--- src/rtl/input_capture_arbiter_if.sv ---
// Handshake bundle between the two operand sources, the shared capture
// register and its consumer.
//   a_*   : source A (pin group)   valid/data in, ready out
//   b_*   : source B (port group)  valid/data in, ready out
//   out_* : captured payload, source id and consumer ready
// slave  : arbiter side, master : sources/consumer side.
interface input_capture_arbiter_if #(
  parameter int WIDTH = 1
);
  logic             a_valid;
  logic [WIDTH-1:0] a_data;
  logic             a_ready;
  logic             b_valid;
  logic [WIDTH-1:0] b_data;
  logic             b_ready;
  logic             out_valid;
  logic [WIDTH-1:0] out_data;
  logic             out_src;
  logic             out_ready;

  modport slave (
    input  a_valid, a_data, b_valid, b_data, out_ready,
    output a_ready, b_ready, out_valid, out_data, out_src
  );

  modport master (
    output a_valid, a_data, b_valid, b_data, out_ready,
    input  a_ready, b_ready, out_valid, out_data, out_src
  );
endinterface

--- src/rtl/input_capture_arbiter.sv ---
// Burst-limited round-robin arbiter feeding one registered capture stage.
// Ports:
//   clk_i         : clock, all state on posedge
//   rst_ni        : synchronous active-low reset
//   bus           : A/B request handshakes and output register (slave side)
//   stat_clr_i    : synchronous clear of both grant counters
//   grant_cnt_a_o : saturating count of A grants
//   grant_cnt_b_o : saturating count of B grants
module input_capture_arbiter #(
  parameter int WIDTH     = 1,
  parameter int MAX_BURST = 2,
  parameter int CNT_W     = 8
) (
  input  logic                   clk_i,
  input  logic                   rst_ni,
  input_capture_arbiter_if.slave bus,
  input  logic                   stat_clr_i,
  output logic [CNT_W-1:0]       grant_cnt_a_o,
  output logic [CNT_W-1:0]       grant_cnt_b_o
);
  localparam int             BW        = $clog2(MAX_BURST + 1);
  localparam logic [BW-1:0]  BURST_MAX = BW'(MAX_BURST);
  localparam logic [BW-1:0]  BURST_ONE = BW'(1);
  localparam logic [CNT_W-1:0] CNT_MAX = '1;

  logic             out_valid_q, out_valid_d;
  logic [WIDTH-1:0] out_data_q,  out_data_d;
  logic             out_src_q,   out_src_d;
  logic             last_src_q,  last_src_d;
  logic [BW-1:0]    burst_q,     burst_d;
  logic [CNT_W-1:0] cnt_a_q,     cnt_a_d;
  logic [CNT_W-1:0] cnt_b_q,     cnt_b_d;

  logic slot_free, gnt_a, gnt_b;

  // Grant decision. Gated by rst_ni so no ready leaks out during reset.
  always_comb begin
    gnt_a     = 1'b0;
    gnt_b     = 1'b0;
    slot_free = !out_valid_q || bus.out_ready;
    if (rst_ni && slot_free) begin
      if (bus.a_valid && bus.b_valid) begin
        // Stay with last_src until its burst is used up, then hand over.
        if (burst_q < BURST_MAX) begin
          gnt_b = last_src_q;
          gnt_a = !last_src_q;
        end else begin
          gnt_b = !last_src_q;
          gnt_a = last_src_q;
        end
      end else begin
        gnt_a = bus.a_valid;
        gnt_b = bus.b_valid;
      end
    end
  end

  always_comb begin
    out_valid_d = out_valid_q;
    out_data_d  = out_data_q;
    out_src_d   = out_src_q;
    last_src_d  = last_src_q;
    burst_d     = burst_q;
    cnt_a_d     = cnt_a_q;
    cnt_b_d     = cnt_b_q;

    if (gnt_a || gnt_b) begin
      out_valid_d = 1'b1;
      out_data_d  = gnt_b ? bus.b_data : bus.a_data;
      out_src_d   = gnt_b;
      if (gnt_b == last_src_q) begin
        burst_d = (burst_q == BURST_MAX) ? burst_q : burst_q + BURST_ONE;
      end else begin
        last_src_d = gnt_b;
        burst_d    = BURST_ONE;
      end
    end else if (bus.out_ready) begin
      out_valid_d = 1'b0;   // drained with nothing to refill
    end

    if (stat_clr_i) begin
      cnt_a_d = '0;
      cnt_b_d = '0;
    end else begin
      if (gnt_a && cnt_a_q != CNT_MAX) cnt_a_d = cnt_a_q + 1'b1;
      if (gnt_b && cnt_b_q != CNT_MAX) cnt_b_d = cnt_b_q + 1'b1;
    end
  end

  // Reset leaves last_src = B with a spent burst so the first contention
  // goes to A.
  always_ff @(posedge clk_i) begin
    if (!rst_ni) begin
      out_valid_q <= 1'b0;
      out_data_q  <= '0;
      out_src_q   <= 1'b0;
      last_src_q  <= 1'b1;
      burst_q     <= BURST_MAX;
      cnt_a_q     <= '0;
      cnt_b_q     <= '0;
    end else begin
      out_valid_q <= out_valid_d;
      out_data_q  <= out_data_d;
      out_src_q   <= out_src_d;
      last_src_q  <= last_src_d;
      burst_q     <= burst_d;
      cnt_a_q     <= cnt_a_d;
      cnt_b_q     <= cnt_b_d;
    end
  end

  assign bus.a_ready   = gnt_a;
  assign bus.b_ready   = gnt_b;
  assign bus.out_valid = out_valid_q;
  assign bus.out_data  = out_data_q;
  assign bus.out_src   = out_src_q;
  assign grant_cnt_a_o = cnt_a_q;
  assign grant_cnt_b_o = cnt_b_q;
endmodule

--- src/flat_wrapper.sv ---
// flat-port wrapper written by rule: the top's interface ports become plain ports
module input_capture_arbiter_flat 
#(
  parameter int WIDTH     = 1,
  parameter int MAX_BURST = 2,
  parameter int CNT_W     = 8
)
  (clk_i, rst_ni, stat_clr_i, grant_cnt_a_o, grant_cnt_b_o, bus_a_valid, bus_a_data, bus_b_valid, bus_b_data, bus_out_ready, bus_a_ready, bus_b_ready, bus_out_valid, bus_out_data, bus_out_src);
  input_capture_arbiter_if #(.WIDTH(WIDTH)) bus_i ();
  input  logic clk_i;
  input  logic rst_ni;
  input  logic stat_clr_i;
  output logic [CNT_W-1:0] grant_cnt_a_o;
  output logic [CNT_W-1:0] grant_cnt_b_o;
  input wire logic [$bits(bus_i.a_valid)-1:0] bus_a_valid;
  input wire logic [$bits(bus_i.a_data)-1:0] bus_a_data;
  input wire logic [$bits(bus_i.b_valid)-1:0] bus_b_valid;
  input wire logic [$bits(bus_i.b_data)-1:0] bus_b_data;
  input wire logic [$bits(bus_i.out_ready)-1:0] bus_out_ready;
  output wire logic [$bits(bus_i.a_ready)-1:0] bus_a_ready;
  output wire logic [$bits(bus_i.b_ready)-1:0] bus_b_ready;
  output wire logic [$bits(bus_i.out_valid)-1:0] bus_out_valid;
  output wire logic [$bits(bus_i.out_data)-1:0] bus_out_data;
  output wire logic [$bits(bus_i.out_src)-1:0] bus_out_src;
  assign bus_i.a_valid = bus_a_valid;
  assign bus_i.a_data = bus_a_data;
  assign bus_i.b_valid = bus_b_valid;
  assign bus_i.b_data = bus_b_data;
  assign bus_i.out_ready = bus_out_ready;
  assign bus_a_ready = bus_i.a_ready;
  assign bus_b_ready = bus_i.b_ready;
  assign bus_out_valid = bus_i.out_valid;
  assign bus_out_data = bus_i.out_data;
  assign bus_out_src = bus_i.out_src;
  input_capture_arbiter #(.WIDTH(WIDTH), .MAX_BURST(MAX_BURST), .CNT_W(CNT_W)) u_core (.clk_i(clk_i), .rst_ni(rst_ni), .bus(bus_i), .stat_clr_i(stat_clr_i), .grant_cnt_a_o(grant_cnt_a_o), .grant_cnt_b_o(grant_cnt_b_o));
endmodule
--- config.mk ---
export PLATFORM = sky130hd
export DESIGN_NAME = input_capture_arbiter_flat
export DESIGN_NICKNAME = d
export VERILOG_FILES = /design/src/rtl/input_capture_arbiter_if.sv /design/src/rtl/input_capture_arbiter.sv /design/src/flat_wrapper.sv
export SDC_FILE = /design/constraint.sdc
export NUM_CORES = 1
export LEC_CHECK = 0
export ABC_AREA = 1
export BUFFER_PORTS_ARGS = -buffer_cell sky130_fd_sc_hd__buf_2
export CAP_MARGIN = 5
export CORE_ASPECT_RATIO = 0.9
export CORE_MARGIN = 4
export CORE_UTILIZATION = 46
export CTS_CLUSTER_SIZE = 40
export DETAILED_ROUTE_END_ITERATION = 6
export GPL_TIMING_DRIVEN = 1
export PLACE_DENSITY = 0.78
export SLEW_MARGIN = 20
export SYNTH_ARGS = -nofsm -noshare
export SYNTH_HDL_FRONTEND = slang
export SYNTH_SLANG_ARGS = --single-unit
--- constraint.sdc ---
create_clock -name clk_i -period 1.31 [get_ports clk_i]
set_input_delay 0.131 -clock clk_i [delete_from_list [all_inputs] [get_ports clk_i]]
set_output_delay 0.131 -clock clk_i [all_outputs]
set_load 0.1 [all_outputs]
==> results.json, run 1 <==
{
  "status": "aborted with a tool error",
  "syn_avg_cell_area_sq_um": 7.077,
  "haltStage": "global routing",
  "row_count": 16,
  "die_h_um": 55.51,
  "dpl_worst_slack_ns": -0.1036,
  "gp_congestion": 0.8597,
  "error_line": "[ERROR DPL-0033] detailed placement checks failed during check placement.",
  "antenna_found_initial": 0,
  "clock_sinks": 22,
  "syn_nets": 174,
  "yosysSeqAreaShare_pct": 38.18,
  "worst-ep-kind": "sequential cell input",
  "cts_hold_buffers": 0,
  "start_util_pct": 50.55,
  "htreeDepth": 1,
  "syn_inst": 163,
  "io_buffer_count": 28,
  "dpl_cell_area_sq_um": 1793,
  "synthesis.area_sq_um": 1154,
  "ys_seq_elements": 22,
  "ys_types": 26,
  "place_inst": 246,
  "yosys_warnings": 0,
  "grt_max_degree": 13,
  "cts_buffers": 3,
  "cts_buffer_depth": 2,
  "dp_hpwl_um": 2495,
  "grt-worst-endpoint": "u_core.grant_cnt_b_o[2]$_SDFFE_PP0P_/D",
  "ioPinCount": 29,
  "die_w_um": 60.79,
  "root_buffer": "clkbuf_4"
}
-- cells in the mapped netlist --
cell type	number	area share, %
nand2_1	48	16
dfxtp_1	22	38
clkinv_2	1	0.43
o211ai_1	2	1.3
buf_6	1	0.98
nor3_1	4	1.7
clkinv_1	2	0.65
o21ai_2	2	1.5
ha_1	3	3.3
nand3_1	11	4.8
o21ai_0	1	0.43
xnor2_1	3	2.3
nand4_1	3	1.6
inv_1	17	5.5
inv_2	2	0.65
inv_4	1	0.54
nor2_2	2	1.1
o21ai_1	1	0.43
nand3_2	1	0.87
xor2_1	4	3.0
o21ai_4	1	1.4
a21oi_1	16	6.9
nand2_2	2	1.1
nor2_1	11	3.6
nor2_4	1	0.98
nor3b_2	1	1.1
-- timing repair --
action                                 4_1_cts
setup buffers                                8
gates resized for setup                     29
pin swaps                                   18
cloned                                       1
endpoints found under the hold margin        0
setup endpoints to repair                   21
-- stage by stage --
stage                     TNS (ns)  utilization [%]  hold slack [ns]
after detailed placement   -0.5794            78.56           0.4522
after global placement    -0.03244            78.56           0.4526
after floorplan             -3.677                -           0.2156
after CTS                   -1.859            87.06           0.1324
-- cells by family after synthesis --
logic type | count (synthesis) | share of synthesized area (%)
AOI/OAI and AO/OA | 23 | 12.04
adders and majority gates | 3 | 3.254
buffers and inverters | 24 | 8.785
DFF | 22 | 38.18
and+or+nand+nor | 84 | 32.43
xor gates and xnor gates | 7 | 5.315
==> run 2: changes to the inputs <==
--- a/config.mk
+++ b/config.mk
@@ -8,13 +8,11 @@
 export ABC_AREA = 1
 export BUFFER_PORTS_ARGS = -buffer_cell sky130_fd_sc_hd__buf_2
 export CAP_MARGIN = 5
-export CORE_ASPECT_RATIO = 0.9
-export CORE_MARGIN = 4
-export CORE_UTILIZATION = 46
-export CTS_CLUSTER_SIZE = 40
+export CORE_AREA = 4 4 65 67
 export DETAILED_ROUTE_END_ITERATION = 6
+export DIE_AREA = 0 0 69 71
 export GPL_TIMING_DRIVEN = 1
-export PLACE_DENSITY = 0.78
+export PLACE_DENSITY_LB_ADDON = 0.15
 export SLEW_MARGIN = 20
 export SYNTH_ARGS = -nofsm -noshare
 export SYNTH_HDL_FRONTEND = slang
==> constraint.sdc (replaced) <==
create_clock -name clk_i -period 1.7 [get_ports clk_i]
set_input_delay 0.17 -clock clk_i [delete_from_list [all_inputs] [get_ports clk_i]]
set_output_delay 0.17 -clock clk_i [all_outputs]
set_load 0.1 [all_outputs]
==> run 2 against run 1 <==
The flow now finishes without violations. Area after synthesis unchanged. Synthesized cell count unchanged.
==> results.json, run 2 <==
{
  "reg2regPathDepth": 8,
  "async_flop_share_pct": 0,
  "dp_hpwl_um": 1983,
  "ir_drop_mv": 0.2319,
  "cp-start-kind": "flop",
  "cp_top_family": "simple AND/OR/NAND/NOR gates",
  "ys_seq_elements": 22,
  "overflow": 0,
  "p_leak_uw": 0.0006738,
  "grt_pass1_wl_um": 4422,
  "synthToLayoutAreaGrowth_pct": 27.44,
  "max_stage_delay_ns": 0.36,
  "syn_nets": 174,
  "critical_path_class": "reg -> reg",
  "synth_top_area_cell": "dfxtp_1",
  "firstDrtPassIters": 4,
  "crit_fanout": 7,
  "cp-end-kind": "flop",
  "maxSlewHeadroom_pct": 67.58,
  "fmax_mhz": 653.9,
  "cts_buffer_depth": 2,
  "cp-endpoint": "u_core.grant_cnt_a_o[1]$_SDFFE_PP0P_",
  "grt_max_degree": 13,
  "hold_viol": 0,
  "yosysMostFrequentCell": "nand2_1",
  "die_h_um": 71,
  "power_density_nw_per_um2": 748.9,
  "die_w_um": 69,
  "via_per_inst": 4.561,
  "cp_common_cell": "nand2_1",
  "holdWs_ns": 0.1593,
  "crit_start": "u_core.grant_cnt_a_o[0]$_SDFFE_PP0P_",
  "synth_ff_type": "dfxtp_1",
  "post_cts_resized": 0,
  "insertedDiodeCount": 0,
  "final_cell_mix": "48 x nand2_1, 26 x buf_2, 17 x inv_1",
  "synth_common_cells": "48 x nand2_1, 22 x dfxtp_1, 17 x inv_1",
  "r2r_end": "u_core.grant_cnt_a_o[1]$_SDFFE_PP0P_",
  "reg2reg_from": "u_core.grant_cnt_a_o[0]$_SDFFE_PP0P_",
  "die_area_sq_um": 4899,
  "syn_avg_cell_area_sq_um": 7.077,
  "postCtsSetupBuffers": 0,
  "path_cells": "ha_1 > nand2_1 > nor3b_2 > nand3_1 > nand2_1 > buf_4 > nand2_1 > a21oi_1",
  "clock_sinks": 22,
  "cts_tree": "built",
  "ioPinCount": 29,
  "cp_num_buf_inv": 1,
  "syn_inst": 163,
  "finalSetupTns_ns": 0,
  "ys_types": 26,
  "clk_latency_ns": 0.26,
  "yosys.area.top_type_share_pct": 38.18,
  "hold_path.class": "in -> reg",
  "root_buffer": "clkbuf_8",
  "post_drt_wl_per_cell_um": 10.48,
  "ys_top_cells_by_area": "dfxtp_1 38%, nand2_1 16%, a21oi_1 6.9%, inv_1 5.5%, nand3_1 4.8%",
  "synthesis.area_sq_um": 1154,
  "grtUsageTotal_pct": 10.81,
  "postRouteAntennaNets": 0,
  "grt_setup_unrepaired": "no",
  "fin_skew_ns": 0.001269,
  "crit_required_ns": 1.88,
  "yosys_warnings": 0,
  "yosysSeqAreaShare_pct": 38.18,
  "tightest_slew_ns": 0.4896,
  "final_nets": 208,
  "grt_pass1_vias": 1017,
  "layout.area.seq_sq_um": 471.7,
  "synth-edff-count": 0,
  "period_needed_ns": 1.529,
  "final_common_cell": "nand2_1",
  "worst-path-stages": 8,
  "cts_hold_buffers": 0,
  "htreeDepth": 1,
  "start_util_pct": 31.75,
  "period_share_pct": 89.96,
  "fill_cells": 394,
  "slowest_stage": "dfxtp_4",
  "drt_wl_total_um": 2557,
  "cap_violations": 0,
  "cp.arrival_ns": 1.71,
  "antenna_found_initial": 0,
  "report.final.setup_viol": 0,
  "drcViolationCount": 0,
  "multi_input_area_sq_um": 611.8,
  "drv_slew": 0,
  "cts_buffers": 3,
  "status": "finished, final reports clean",
  "drive_above_1_share_pct": 31.63,
  "drtIter0Drc": 26,
  "rrSetupSlack_ns": 0.17,
  "cts.clk_slew.worst_paths_ns": 0.08,
  "dr_total_vias": 1113,
  "core_area_sq_um": 3633,
  "row_count": 22,
  "gp_congestion": 0.8060,
  "io_buffer_count": 28
}
[run 2: cell counts after synthesis]
No cell type changed its count.
[run 2: stage by stage]
step | utilization (%) | instance area (sq um) | std cells | power, uW | setup WS, ns
global route | 40.46 | 1470 | 244 | 1156 | 0.04140
floorplan | - | 1191 | 163 | 719.8 | 0.01492
CTS | 40.46 | 1470 | 244 | 1118 | 0.1637
detailed placement | 39.22 | 1425 | 240 | 775.9 | 0.2010
finish | 40.46 | 1470 | 244 | 1101 | 0.1707
global placement | 39.22 | 1425 | 240 | 771.4 | 0.2372
[run 2: worst min path at each step]
stage	end	cells after the start	slack [ns]	startpoint
finish	u_core.burst_q[1]$_SDFFE_PN1P_	2	0.16	rst_ni
global route	u_core.burst_q[1]$_SDFFE_PN1P_	2	0.17	rst_ni
CTS	u_core.burst_q[1]$_SDFFE_PN1P_	2	0.16	rst_ni
detailed placement	u_core.burst_q[1]$_SDFFE_PN1P_	2	0.43	rst_ni
global placement	u_core.burst_q[1]$_SDFFE_PN1P_	2	0.42	rst_ni
floorplan	u_core.burst_q[1]$_SDFFE_PN1P_	1	0.25	rst_ni
[run 2: cells by family after synthesis]
logic type | share of synthesized area (%)
simple gates | 32.43
flops | 38.18
fa+ha+maj | 3.254
xor+xnor | 5.315
compound gates | 12.04
buf+inv | 8.785
[run 2: power by group]
group	total (uW)	internal, uW	switching (uW)
clock	339	167	171
combinational	227	60.0	167
sequential	535	524	10.8
total	1100	752	349
[run 2: cell type report]
class / instances / area share, %
clock buffer: 4 / 3.064
inverter: 23 / 6.553
multi-input combinational: 117 / 41.62
sequential: 22 / 32.09
tap: 48 / 4.085
timing repair buffer: 30 / 12.60
[run 2: per-layer routing]
| layer | track usage (%) | vias up | share of wire [%] |
|---|---|---|---|
| met2 | 18.43 | 33 | 49 |
| met3 | 2.273 | 4 | 4.3 |
| met5 | 0 | - | 0 |
| li1 | - | 586 | - |
| met1 | 12.94 | 490 | 46 |
| met4 | 5.206 | 0 | 1.5 |
[run 2: worst reg2reg max path: cells and delay by family (launching register included)]
family | cells | cell delay (ns)
buf+inv | 1 | 0.19
simple gates | 5 | 0.59
compound gates | 1 | 0.13
flops | 1 | 0.36
fa+ha+maj | 1 | 0.18
(Power assumes the default switching activity.)
==> run 3: changes to the inputs <==
--- a/config.mk
+++ b/config.mk
@@ -8,9 +8,9 @@
 export ABC_AREA = 1
 export BUFFER_PORTS_ARGS = -buffer_cell sky130_fd_sc_hd__buf_2
 export CAP_MARGIN = 5
-export CORE_AREA = 4 4 65 67
+export CORE_AREA = 2 2 63 65
 export DETAILED_ROUTE_END_ITERATION = 6
-export DIE_AREA = 0 0 69 71
+export DIE_AREA = 0 0 65 67
 export GPL_TIMING_DRIVEN = 1
 export PLACE_DENSITY_LB_ADDON = 0.15
 export SLEW_MARGIN = 20
==> run 3 against run 2 <==
Via count down 0.90%. Non-clock buffer count unchanged. First-iteration DRC count up 62%. Sequential share of layout area about the same. Hold slack about the same. Cell count unchanged. Cell area about the same. Largest power group unchanged. Critical endpoint is now bus_a_ready. Clock skew about the same. Routed wire length down 6.5%. Clock power up 12%. Highest routed layer unchanged.
==> results.json, run 3 (synthesized netlist as in run 2, its figures left out) <==
{
  "final_nets": 208,
  "firstDrtPassIters": 4,
  "row_count": 22,
  "maxSlewHeadroom_pct": 67.54,
  "drive_above_1_share_pct": 32.14,
  "die_area_sq_um": 4355,
  "clk_latency_ns": 0.26,
  "cp-end-kind": "output port",
  "grt_pass1_wl_um": 4547,
  "grt_max_degree": 13,
  "synthToLayoutAreaGrowth_pct": 27.55,
  "fmax_mhz": 643.8,
  "final_cell_mix": "48 x nand2_1, 26 x buf_2, 17 x inv_1",
  "min_path_cells": 2,
  "post_cts_resized": 0,
  "cts_hold_buffers": 0,
  "fill_cells": 379,
  "core_area_sq_um": 3606,
  "post_drt_wl_per_cell_um": 9.795,
  "ir_drop_mv": 0.2578,
  "overflow": 0,
  "die_w_um": 65,
  "grt_pass1_vias": 1097,
  "gp_congestion": 0.7911,
  "grt_setup_unrepaired": "no",
  "power_density_nw_per_um2": 771.0,
  "hold_viol": 0,
  "crit_fanout": 4,
  "via_per_inst": 4.520,
  "drcViolationCount": 0,
  "drt_wl_total_um": 2390,
  "cp.arrival_ns": 1.38,
  "dr_total_vias": 1103,
  "period_needed_ns": 1.553,
  "ioPinCount": 29,
  "io_buffer_count": 28,
  "dp_hpwl_um": 1852,
  "cts_tree": "built",
  "postCtsSetupBuffers": 0,
  "htreeDepth": 1,
  "tightest_slew_ns": 0.4903,
  "finalSetupTns_ns": 0,
  "clock_sinks": 22,
  "hold_path.class": "in -> reg",
  "cts_buffer_depth": 2,
  "insertedDiodeCount": 0,
  "start_util_pct": 31.99,
  "antenna_found_initial": 0,
  "crit_required_ns": 1.53,
  "path_cells": "inv_2 > nand2_1 > nand2_1 > nand2_1 > nand2_1 > clkinv_4 > clkbuf_4",
  "drtIter0Drc": 42,
  "reg2regPathDepth": 6,
  "drv_slew": 0,
  "p_leak_uw": 0.0006776,
  "postRouteAntennaNets": 0,
  "max_stage_delay_ns": 0.39,
  "cts.clk_slew.worst_paths_ns": 0.08,
  "cap_violations": 0,
  "period_share_pct": 91.38,
  "final_common_cell": "nand2_1",
  "report.final.setup_viol": 0,
  "status": "finished, final reports clean",
  "root_buffer": "clkbuf_8",
  "slowest_stage": "dfxtp_1",
  "fin_skew_ns": 0.0009988,
  "cp_common_cell": "nand2_1",
  "die_h_um": 67,
  "grtUsageTotal_pct": 13.26,
  "cts_buffers": 3,
  "holdWs_ns": 0.1591,
  "critical_path_class": "reg -> out",
  "cp-start-kind": "flop"
}
==> run 3: cell count changes in the layout (fill, tap and decap cells not counted) <==
cell	delta
clkbuf_8	+1
buf_12	-1
buf_6	+1
clkbuf_1	-1
buf_4	-1
clkbuf_4	+1
==> run 3: metal layers <==
| layer | share of wire, % | vias to the layer above | global-route usage, % |
|---|---|---|---|
| met4 | 0.71 | 0 | 5.851 |
| met1 | 48 | 488 | 16.82 |
| li1 | - | 593 | - |
| met2 | 47 | 20 | 22.55 |
| met5 | 0 | - | 0 |
| met3 | 4.1 | 2 | 1.520 |
==> run 3: layout make-up <==
class,instances,area [sq um],share of cell area (%)
clock buffer,4,55.05,3.741
inverter,23,96.34,6.548
multi-input combinational,117,611.8,41.58
sequential,22,471.7,32.06
tap,48,60.06,4.082
timing repair buffer,30,176.4,11.99
==> run 3: per-stage QoR <==
stage | setup slack (ns) | instance area (sq um) | instances | utilization [%] | power (uW)
3_3_place_gp | 0.2436 | 1410 | 240 | 39.10 | 765.6
3_5_place_dp | 0.2406 | 1410 | 240 | 39.10 | 768.2
4_1_cts | 0.02976 | 1465 | 244 | 40.63 | 1156
6_report | 0.1466 | 1471 | 244 | 40.81 | 1135
5_1_grt | 0.02827 | 1471 | 244 | 40.81 | 1206
2_1_floorplan | 0.01492 | 1191 | 163 | - | 719.8
==> run 3: power by group <==
part | leakage, uW | internal (uW) | switching (uW)
logic | 0.000461 | 56.8 | 165
registers | 0.000188 | 524 | 9.71
clock network | 0.0000288 | 206 | 172
total | 0.000678 | 788 | 347
==> run 3: path summary, 6_finish.rpt <==
path | startpoint | endpoint | slack [ns]
worst min register to register | u_core.bus.out_src$_SDFFE_PN0P_ | u_core.bus.out_src$_SDFFE_PN0P_ | 0.47
worst max register to register | u_core.grant_cnt_b_o[1]$_SDFFE_PP0P_ | u_core.grant_cnt_b_o[2]$_SDFFE_PP0P_ | 0.24
worst max-delay path | u_core.last_src_q$_SDFFE_PN1P_ | bus_a_ready | 0.15
worst min-delay path | rst_ni | u_core.burst_q[1]$_SDFFE_PN1P_ | 0.16
==> run 3: critical path: cells and delay by family, from the launching register on <==
family	cells	cell delay (ns)
AND/OR/NAND/NOR	4	0.28
buffers and inverters	3	0.44
flip-flops	1	0.39
==> run 4: changes to the inputs <==
--- a/config.mk
+++ b/config.mk
@@ -8,11 +8,14 @@
 export ABC_AREA = 1
 export BUFFER_PORTS_ARGS = -buffer_cell sky130_fd_sc_hd__buf_2
 export CAP_MARGIN = 5
+export CELL_PAD_IN_SITES_DETAIL_PLACEMENT = 0
+export CELL_PAD_IN_SITES_GLOBAL_PLACEMENT = 1
 export CORE_AREA = 2 2 63 65
+export CTS_BUF_LIST = sky130_fd_sc_hd__clkbuf_4
 export DETAILED_ROUTE_END_ITERATION = 6
 export DIE_AREA = 0 0 65 67
 export GPL_TIMING_DRIVEN = 1
-export PLACE_DENSITY_LB_ADDON = 0.15
+export PLACE_DENSITY = 0.8
 export SLEW_MARGIN = 20
 export SYNTH_ARGS = -nofsm -noshare
 export SYNTH_HDL_FRONTEND = slang
==> run 4 against run 3 <==
Via count shrank 2.3%. Die area did not move. Cell count stayed put. Routed wire length grew 0.92%. Critical endpoint is now bus_b_ready. Highest routed layer unchanged. Largest cell class unchanged. First-iteration DRC count decreased by 12%. Combinational power rose by 2%. Core utilization fell by 0.56 points. Register-to-register slack got worse by 0.06 ns. Maximum frequency rose by 0.36%. Hold slack got worse by 0.044 ns. Sequential power about the same.
==> results.json, run 4 (synthesized netlist as in run 2, its figures left out) <==
{
  "start_util_pct": 31.99,
  "cp-start-kind": "flop",
  "critical_path_class": "reg -> out",
  "cts_tree": "built",
  "report.final.setup_viol": 0,
  "drv_slew": 0,
  "dr_wl_met2_um": 1090,
  "drcViolationCount": 0,
  "crit_fanout": 6,
  "holdWs_ns": 0.1148,
  "cts.clk_slew.worst_paths_ns": 0.13,
  "highest_layer": "met4",
  "via_per_inst": 4.418,
  "grt_pass1_vias": 889,
  "grt_pass1_wl_um": 3850,
  "power_density_nw_per_um2": 693.0,
  "postRouteAntennaNets": 0,
  "postCtsSetupBuffers": 0,
  "post_drt_wl_per_cell_um": 9.885,
  "hold_viol": 0,
  "status": "finished, final reports clean",
  "maxSlewHeadroom_pct": 67.28,
  "cts_buffer_depth": 2,
  "die_area_sq_um": 4355,
  "dpl_worst_slack_ns": 0.1915,
  "die_h_um": 67,
  "cp-end-kind": "output port",
  "io_buffer_count": 28,
  "dp_hpwl_um": 1859,
  "drtIter0Drc": 37,
  "setup_ws_ns": 0.1522,
  "final_cell_mix": "48 x nand2_1, 26 x buf_2, 17 x inv_1",
  "overflow": 0,
  "antenna_found_initial": 0,
  "cts_buffers": 3,
  "post_cts_resized": 0,
  "final_nets": 208,
  "grt_max_degree": 13,
  "hold_path.class": "in -> reg",
  "firstDrtPassIters": 4,
  "crit_required_ns": 1.53,
  "fin_skew_ns": 0.005563,
  "clk_latency_ns": 0.31,
  "cp.arrival_ns": 1.38,
  "period_share_pct": 91.05,
  "drt_wl_total_um": 2412,
  "wl_met3_um": 83,
  "p_leak_uw": 0.0006664,
  "cts_hold_buffers": 0,
  "ir_drop_mv": 0.2563,
  "dr_total_vias": 1078,
  "root_buffer": "clkbuf_4",
  "period_needed_ns": 1.548,
  "synthToLayoutAreaGrowth_pct": 25.81,
  "fmax_mhz": 646.1,
  "htreeDepth": 1,
  "cap_violations": 0,
  "gp_congestion": 0.7298,
  "grtUsageTotal_pct": 11.26,
  "clock_sinks": 22,
  "final_util_pct": 40.25,
  "grt_setup_unrepaired": "no",
  "die_w_um": 65,
  "wirelength_met1_um": 1204,
  "fill_cells": 383,
  "finalSetupTns_ns": 0,
  "row_count": 22,
  "ioPinCount": 29,
  "core_area_sq_um": 3606,
  "drive_above_1_share_pct": 31.63,
  "tightest_slew_ns": 0.4942,
  "final_common_cell": "nand2_1",
  "insertedDiodeCount": 0
}
==> run 4: through the flow <==
stage                     std cells  power (uW)  area [sq um]
after floorplan                 163       719.8          1191
after global placement          240       774.6          1425
after detailed placement        240       775.1          1425
after CTS                       244        1021          1451
after global routing            244        1062          1451
final                           244        1006          1451
==> run 4: path summary, 6_finish.rpt <==
check                                    endpoint                            startpoint  depth (start not counted)  slack [ns]
min reg2reg       u_core.bus.out_src$_SDFFE_PN0P_       u_core.bus.out_src$_SDFFE_PN0P_                          2        0.47
max reg2reg  u_core.grant_cnt_b_o[2]$_SDFFE_PP0P_  u_core.grant_cnt_b_o[1]$_SDFFE_PP0P_                          6        0.18
max                                   bus_b_ready        u_core.last_src_q$_SDFFE_PN1P_                          6        0.15
min                u_core.burst_q[1]$_SDFFE_PN1P_                                rst_ni                          2        0.11
==> run 4: layout make-up <==
cell class	count	area [sq um]	share of cell area (%)
clock buffer	3	22.52	1.552
timing repair buffer	30	185.2	12.76
sequential	22	471.7	32.50
clock inverter	1	3.754	0.2586
tap	48	60.06	4.138
inverter	23	96.34	6.638
multi-input combinational	117	611.8	42.16
==> run 4: per-layer routing <==
metal  track usage [%]  vias up
met3             1.351        2
met5                 0        -
met1             15.07      466
met2             17.78       17
li1                  -      593
met4             5.585        0
==> run 4: power by group <==
| part | total [uW] | switching [uW] | internal (uW) | leakage [uW] |
|---|---|---|---|---|
| clock | 245 | 159 | 85.6 | 0.0000154 |
| combinational | 226 | 166 | 60.0 | 0.000463 |
| sequential | 535 | 10.1 | 525 | 0.000188 |
| total | 1010 | 335 | 671 | 0.000666 |
==> run 4: critical path, cell delays in order, from the launching register on <==
cell	delay, ns
dfxtp_1	0.41
inv_2	0.07
nand2_1	0.09
nand3_2	0.10
nand2_2	0.16
inv_4	0.07
buf_12	0.16
